File: src/rtl/fetch_pkg.sv
// Shared types and constants for the instruction fetch unit.
//   RESET_PC_DEFAULT : default PC after reset
//   OUTSTANDING_W    : width of the live/drop request counters
//   fetch_pkt_t      : push payload handed to the instruction queue
package fetch_pkg;

    localparam logic [31:0] RESET_PC_DEFAULT = 32'h1eceb000;
    localparam int unsigned OUTSTANDING_W    = 3;

    typedef struct packed {
        logic [31:0] pc;
        logic [31:0] pc_next;
        logic [63:0] order;
    } fetch_pkt_t;

endpackage

File: src/rtl/outstanding_tracker.sv
// Tracks un-responded imem requests, split into live ones (response goes to
// the queue) and squashed ones (response is discarded after a flush).
// Responses return in request order, so squashed requests are always the
// oldest and are retired first.
//   clk_i, rst_ni : clock, async active-low reset
//   req_i         : a request is issued this cycle
//   flush_i       : redirect; all live requests become squashed
//   resp_i        : imem response strobe
//   room_o        : another request may be issued this cycle
//   resp_fwd_o    : resp_i qualified for forwarding to the queue
module outstanding_tracker
    import fetch_pkg::*;
#(
    parameter int unsigned MAX_OUTSTANDING = 2
) (
    input  logic clk_i,
    input  logic rst_ni,
    input  logic req_i,
    input  logic flush_i,
    input  logic resp_i,
    output logic room_o,
    output logic resp_fwd_o
);

    localparam int unsigned SumW = OUTSTANDING_W + 1;

    logic [OUTSTANDING_W-1:0] live_q, live_d;
    logic [OUTSTANDING_W-1:0] drop_q, drop_d;
    logic [SumW-1:0]          inflight;
    logic                     drop_pending;

    assign drop_pending = (drop_q != '0);

    // Count after a same-cycle response retires its slot. An illegal response
    // with nothing outstanding wraps high and simply blocks the request.
    assign inflight = {1'b0, live_q} + {1'b0, drop_q} - SumW'(resp_i);
    assign room_o   = inflight < SumW'(MAX_OUTSTANDING);

    // The queue clears on a flush, so nothing is forwarded in that cycle.
    assign resp_fwd_o = resp_i && !flush_i && !drop_pending;

    always_comb begin
        live_d = live_q;
        drop_d = drop_q;
        if (flush_i) begin
            live_d = '0;
            drop_d = drop_q + live_q - OUTSTANDING_W'(resp_i);
        end else begin
            if (resp_i && drop_pending) begin
                drop_d = drop_q - OUTSTANDING_W'(1);
            end
            live_d = live_q + OUTSTANDING_W'(req_i)
                   - OUTSTANDING_W'(resp_i && !drop_pending);
        end
    end

    always_ff @(posedge clk_i or negedge rst_ni) begin
        if (!rst_ni) begin
            live_q <= '0;
            drop_q <= '0;
        end else begin
            live_q <= live_d;
            drop_q <= drop_d;
        end
    end

    a_no_spurious_resp : assert property (@(posedge clk_i) disable iff (!rst_ni)
        !(resp_i && live_q == '0 && drop_q == '0))
        else $error("imem response with no outstanding request");

    a_count_bound : assert property (@(posedge clk_i) disable iff (!rst_ni)
        ({1'b0, live_q} + {1'b0, drop_q}) <= SumW'(MAX_OUTSTANDING))
        else $error("outstanding request count exceeds limit");

endmodule

File: src/rtl/fetch_unit.sv
// Instruction fetch initiator: owns PC and order counter, issues one-word
// imem reads and pushes the matching slot into the instruction queue in the
// same cycle. A flush redirects the PC and squashes in-flight responses.
//   clk_i, rst_ni               : clock, async active-low reset
//   move_flush_i, flush_pc_i,
//   flush_order_i               : redirect request with new PC and order
//   instr_full_i                : queue head occupied, blocks fetch
//   move_fetch_o, fetch_pc_o,
//   fetch_pc_next_o,
//   fetch_order_o               : queue push strobe and payload
//   imem_addr_o, imem_rmask_o   : imem read request
//   imem_resp_i                 : imem response strobe (in order)
//   resp_fwd_o                  : non-squashed response for the queue
module fetch_unit
    import fetch_pkg::*;
#(
    parameter logic [31:0] RESET_PC        = RESET_PC_DEFAULT,
    parameter int unsigned MAX_OUTSTANDING = 2
) (
    input  logic        clk_i,
    input  logic        rst_ni,
    input  logic        move_flush_i,
    input  logic [31:0] flush_pc_i,
    input  logic [63:0] flush_order_i,
    input  logic        instr_full_i,
    output logic        move_fetch_o,
    output logic [31:0] fetch_pc_o,
    output logic [31:0] fetch_pc_next_o,
    output logic [63:0] fetch_order_o,
    output logic [31:0] imem_addr_o,
    output logic [3:0]  imem_rmask_o,
    input  logic        imem_resp_i,
    output logic        resp_fwd_o
);

    logic [31:0] pc_q, pc_d;
    logic [63:0] order_q, order_d;
    logic        room;
    logic        req;
    fetch_pkt_t  pkt;

    // Gating with rst_ni keeps the request strobe low while reset is held.
    assign req = rst_ni && !move_flush_i && !instr_full_i && room;

    outstanding_tracker #(
        .MAX_OUTSTANDING (MAX_OUTSTANDING)
    ) u_tracker (
        .clk_i      (clk_i),
        .rst_ni     (rst_ni),
        .req_i      (req),
        .flush_i    (move_flush_i),
        .resp_i     (imem_resp_i),
        .room_o     (room),
        .resp_fwd_o (resp_fwd_o)
    );

    always_comb begin
        pkt.pc      = pc_q;
        pkt.pc_next = pc_q + 32'd4;
        pkt.order   = order_q;
    end

    always_comb begin
        move_fetch_o    = req;
        fetch_pc_o      = pkt.pc;
        fetch_pc_next_o = pkt.pc_next;
        fetch_order_o   = pkt.order;
        imem_addr_o     = pkt.pc;
        imem_rmask_o    = req ? 4'hf : 4'h0;
    end

    always_comb begin
        pc_d    = pc_q;
        order_d = order_q;
        if (move_flush_i) begin
            pc_d    = flush_pc_i;
            order_d = flush_order_i;
        end else if (req) begin
            pc_d    = pkt.pc_next;
            order_d = order_q + 64'd1;
        end
    end

    always_ff @(posedge clk_i or negedge rst_ni) begin
        if (!rst_ni) begin
            pc_q    <= RESET_PC;
            order_q <= '0;
        end else begin
            pc_q    <= pc_d;
            order_q <= order_d;
        end
    end

endmodule

File: config.mk
export PLATFORM = sky130hd
export DESIGN_NAME = fetch_unit
export DESIGN_NICKNAME = d
export VERILOG_FILES = /design/src/rtl/fetch_pkg.sv /design/src/rtl/outstanding_tracker.sv /design/src/rtl/fetch_unit.sv
export SDC_FILE = /design/constraint.sdc
export NUM_CORES = 1
export LEC_CHECK = 0
export BUFFER_PORTS_ARGS = -buffer_cell sky130_fd_sc_hd__buf_2
export CAP_MARGIN = 20
export CORE_UTILIZATION = 45
export DETAILED_ROUTE_END_ITERATION = 16
export HOLD_SLACK_MARGIN = 0.05
export PLACE_DENSITY = 0.81
export SLEW_MARGIN = 15
export SYNTH_ARGS = -nofsm -noshare
export SYNTH_HDL_FRONTEND = slang
export SYNTH_SLANG_ARGS = --single-unit
File: constraint.sdc
create_clock -name clk_i -period 3.8 [get_ports clk_i]
set_input_delay 0.76 -clock clk_i [delete_from_list [all_inputs] [get_ports clk_i]]
set_output_delay 0.76 -clock clk_i [all_outputs]
set_load 0.02 [all_outputs]
==> metrics.log <==
INFO  metric status = finished, final reports clean
INFO  metric worstSetupStartpointType = flip-flop
INFO  metric postSynthCellCount = 846
INFO  metric number_of_antenna_violations_at_the_first_check_in_global_routing = 1
INFO  metric max-cap-violations = 0
INFO  metric leakage_power_figure = 4.07 nW
INFO  metric initial_utilization = 0.461
INFO  metric cts_hold_buffers = 0
INFO  metric ys_dominant_reg_cell = dfrtp_1
INFO  metric seqCellArea = between 2000 and 3000 µm²
INFO  metric setup_viol = 0
INFO  metric pwr_density_cell = 489 nW/µm²
INFO  metric synthesis.area = 7010 µm²
INFO  metric drtAntennaViolNets = 0
INFO  metric multiInputGateArea = 3880 µm²
INFO  metric rsz_0062_raised_after_global_routing = no
INFO  metric design.portCount = 267
INFO  metric finalCriticalPeriod = between 3 and 4 ns
INFO  metric rows = between 40 and 50
INFO  metric post_dp_hpwl = about 15,000 µm
INFO  metric syn_to_final_growth = 22.6%
INFO  metric hold_path_class = primary input to asynchronous set/reset pin
INFO  metric totalNegativeSetupSlack = 0 ns
INFO  metric ratio_of_final_minimum_period_to_clock_period = 0.957
INFO  metric clkLatencyLatePin = 0.35 ns
INFO  metric fin_skew = approximately 0.0094 ns
INFO  metric fin_worst_hold_slack = 0.440 ns
INFO  metric htreeDepth = 3
INFO  metric grt_start_max_net_pins = 76
INFO  metric crit_arrival = 2.88 ns
INFO  metric total_clock_sinks = 102
INFO  metric worstPathCellList = ha_1 -> nand3_1 -> or4_1 -> or4_4 -> nor2_2 -> xor2_1 -> buf_2
INFO  metric route.vias.total = 7,373
INFO  metric crit_type = flip-flop to primary output
INFO  metric layout_cell_share_with_drive_strength_beyond_1 = 0.314
INFO  metric design.die.area = 16,100 µm²
INFO  metric synth.top_cell.area_share = 0.321
INFO  metric synth_edf_count = 0
INFO  metric cts.root.buffer_cell = clkbuf_16
INFO  metric route.detailed.wl_per_inst = 17.2 µm
INFO  metric core = 15,200 µm²
INFO  metric synth_seq_cells = slightly above 100
INFO  metric timing.critical_path.slowest_cell_delay = 0.63 ns
INFO  metric combined_buffer_and_inverter_count_along_the_critical_path = 1
INFO  metric aggregate_routed_wire_length = 21,500 µm
INFO  metric tritoncts = built
INFO  metric drtIter0Drc = around 540
INFO  metric finalHoldViolations = 0
INFO  metric post_synth.cell_area_avg = 8.29 µm²
INFO  metric cts_made_buffers = 9
INFO  metric post-synth-top-area-cell = dfrtp_1
INFO  metric tightestPinTransition = 0.993 ns
INFO  metric ctsLongestPathBuffers = 2
INFO  metric synth_area_leaders = dfrtp_1, nand2_1, o21ai_0
INFO  metric finalMaxSlewViolations = 0
INFO  metric synth_fp_nets = 961
INFO  metric grt_pass1_wl = 33,700 µm
INFO  metric timing.critical_path.fanout_max = 6
INFO  metric warnings_synthesis = 0
INFO  metric cts-resized-gates = 0
INFO  metric die_y = 127 µm
INFO  metric cp.required = 3.04 ns
INFO  metric drt_first_pass_iters = 5
INFO  metric grtUsageTotal = 0.263
INFO  metric synth_cell_type_count = 59
INFO  metric fillers = 1,392
INFO  metric timing.max_slew.rel_slack = 0.338
INFO  metric gp_congestion = 0.888
INFO  metric vias_per_cell = 5.91
INFO  metric synth-async-reset-ratio = 1.00
INFO  metric irDropWorstVdd = 0.237 mV
INFO  metric dr_drc_count = 0
INFO  metric floorplan.die.width = 127 µm
INFO  metric first_global_vias = 6,622
INFO  metric cp_top_family = simple AND/OR/NAND/NOR gates
INFO  metric cts_post_setup_buffers_inserted = 0
INFO  metric fmax = 275 MHz
INFO  metric buffer_ports.inserted = 266
INFO  metric worst_setup_hold_path_clk_slew = ~0.070 ns
INFO  metric final_net_count = 1,169
INFO  metric synth_sequential_area_ratio = 0.366
INFO  metric timing.critical_path.slowest_stage_cell = or4_1
INFO  metric globalRouteOverflowTotal = 0
INFO  metric end_kind = primary output
## registers in the layout, summed over array words and instances (netlist names)
name	count
fetch_order_o	64
fetch_pc_o	32
u_tracker.drop_q	3
u_tracker.live_q	3
## power by group
part | leakage (nW) | internal [mW] | switching [mW]
combinational | 2.68 | 0.594 | 1.01
clock | 0.163 | 0.612 | 0.413
sequential | 1.22 | 1.29 | 0.292
total | 4.07 | 2.49 | 1.71
## layer usage
layer,vias up,global-route usage,part of all wire
met3,37,0.0287,0.059
li1,3494,-,-
met5,-,0,0
met4,0,0.107,0.022
met2,340,0.453,0.49
met1,3502,0.336,0.43
## worst reg2reg max path, delay by kind of cell (launching register included)
kind                     cells  cell delay, ns
XOR/XNOR                     3            0.48
buffers and inverters        5            0.41
AO/OA/AOI/OAI                1            0.06
AND/OR/NAND/NOR              2            0.27
flip-flops                   1            0.33
adder cells (fa/ha/maj)      5            1.37
## metrics by stage
step | cell area, µm² | power, mW | util | setup WS, ns | std cells
2_1_floorplan | 7010 | 2.66 | - | 0.0330 | 846
3_3_place_gp | 8270 | 3.15 | 0.544 | 0.209 | 1231
3_5_place_dp | 8270 | 3.19 | 0.544 | 0.177 | 1231
4_1_cts | 8590 | 4.22 | 0.565 | 0.146 | 1247
5_1_grt | 8600 | 4.45 | 0.565 | 0.0219 | 1248
6_report | 8600 | 4.21 | 0.565 | 0.163 | 1248
## worst paths after layout
path	start	end	slack [ns]	cells after the start
setup reg to reg	u_tracker.live_q[0]	u_tracker.live_q[2]	0.75	16
setup / recovery	fetch_pc_o[2]	fetch_pc_next_o[28]	0.16	7
hold reg to reg	fetch_pc_o[12]	fetch_pc_o[12]	0.50	2
hold / removal	rst_ni	fetch_order_o[44]	0.44	2
max in group asynchronous	rst_ni	fetch_order_o[13]	2.03	3
min in group clk_i	fetch_pc_o[12]	fetch_pc_o[12]	0.50	2
## Yosys cell counts (4+ instances only)
master / number
inv_1: 29
nand3_1: 49
xor2_1: 11
o311ai_0: 27
nor3_1: 11
o211ai_1: 26
nor2_1: 37
a22oi_1: 10
and3_1: 23
nand4_1: 32
nor4_1: 6
buf_2: 10
a221o_1: 5
or3_1: 8
a31oi_1: 13
clkbuf_1: 34
a21oi_1: 27
or4_1: 6
dfrtp_1: 90
xnor2_1: 22
ha_1: 12
dfstp_2: 12
a41oi_1: 4
and2_1: 17
a21o_1: 6
nand2_1: 137
and4_1: 18
buf_4: 38
o21ai_0: 69
## cells in the final DEF, fill, tap and decap left out, types with 13 or more instances in the layout
cell type / n
o211ai_1: 26
o21ai_0: 68
and4_1: 18
nand2_1: 137
nor2_1: 36
buf_4: 15
and3_1: 23
nand3_1: 49
and2_1: 17
o311ai_0: 27
a31oi_1: 13
inv_1: 28
a21oi_1: 27
nand4_1: 32
buf_2: 264
xnor2_1: 22
dfrtp_1: 90
## logic make-up (layout without fill, tap and decap cells)
family	Yosys count	in the layout	share of synthesized area
multiplexers	5	5	0.00750
XOR/XNOR	33	33	0.0412
adder cells (fa/ha/maj)	14	14	0.0271
AO/OA/AOI/OAI	207	207	0.195
buffers and inverters	113	326	0.0826
other	0	1	0
flip-flops	102	102	0.366
AND/OR/NAND/NOR	372	372	0.280
## area by class of cell
type                            instances  share of cell area
Antenna cell                            1            0.000291
Clock buffer                           12              0.0298
Clock inverter                          4             0.00815
Inverter                               29              0.0127
Multi-Input combinational cell        631               0.452
Sequential cell                       102               0.299
Tap cell                              188              0.0274
Timing Repair Buffer                  281               0.171
Power figures use the tool's default switching activity.
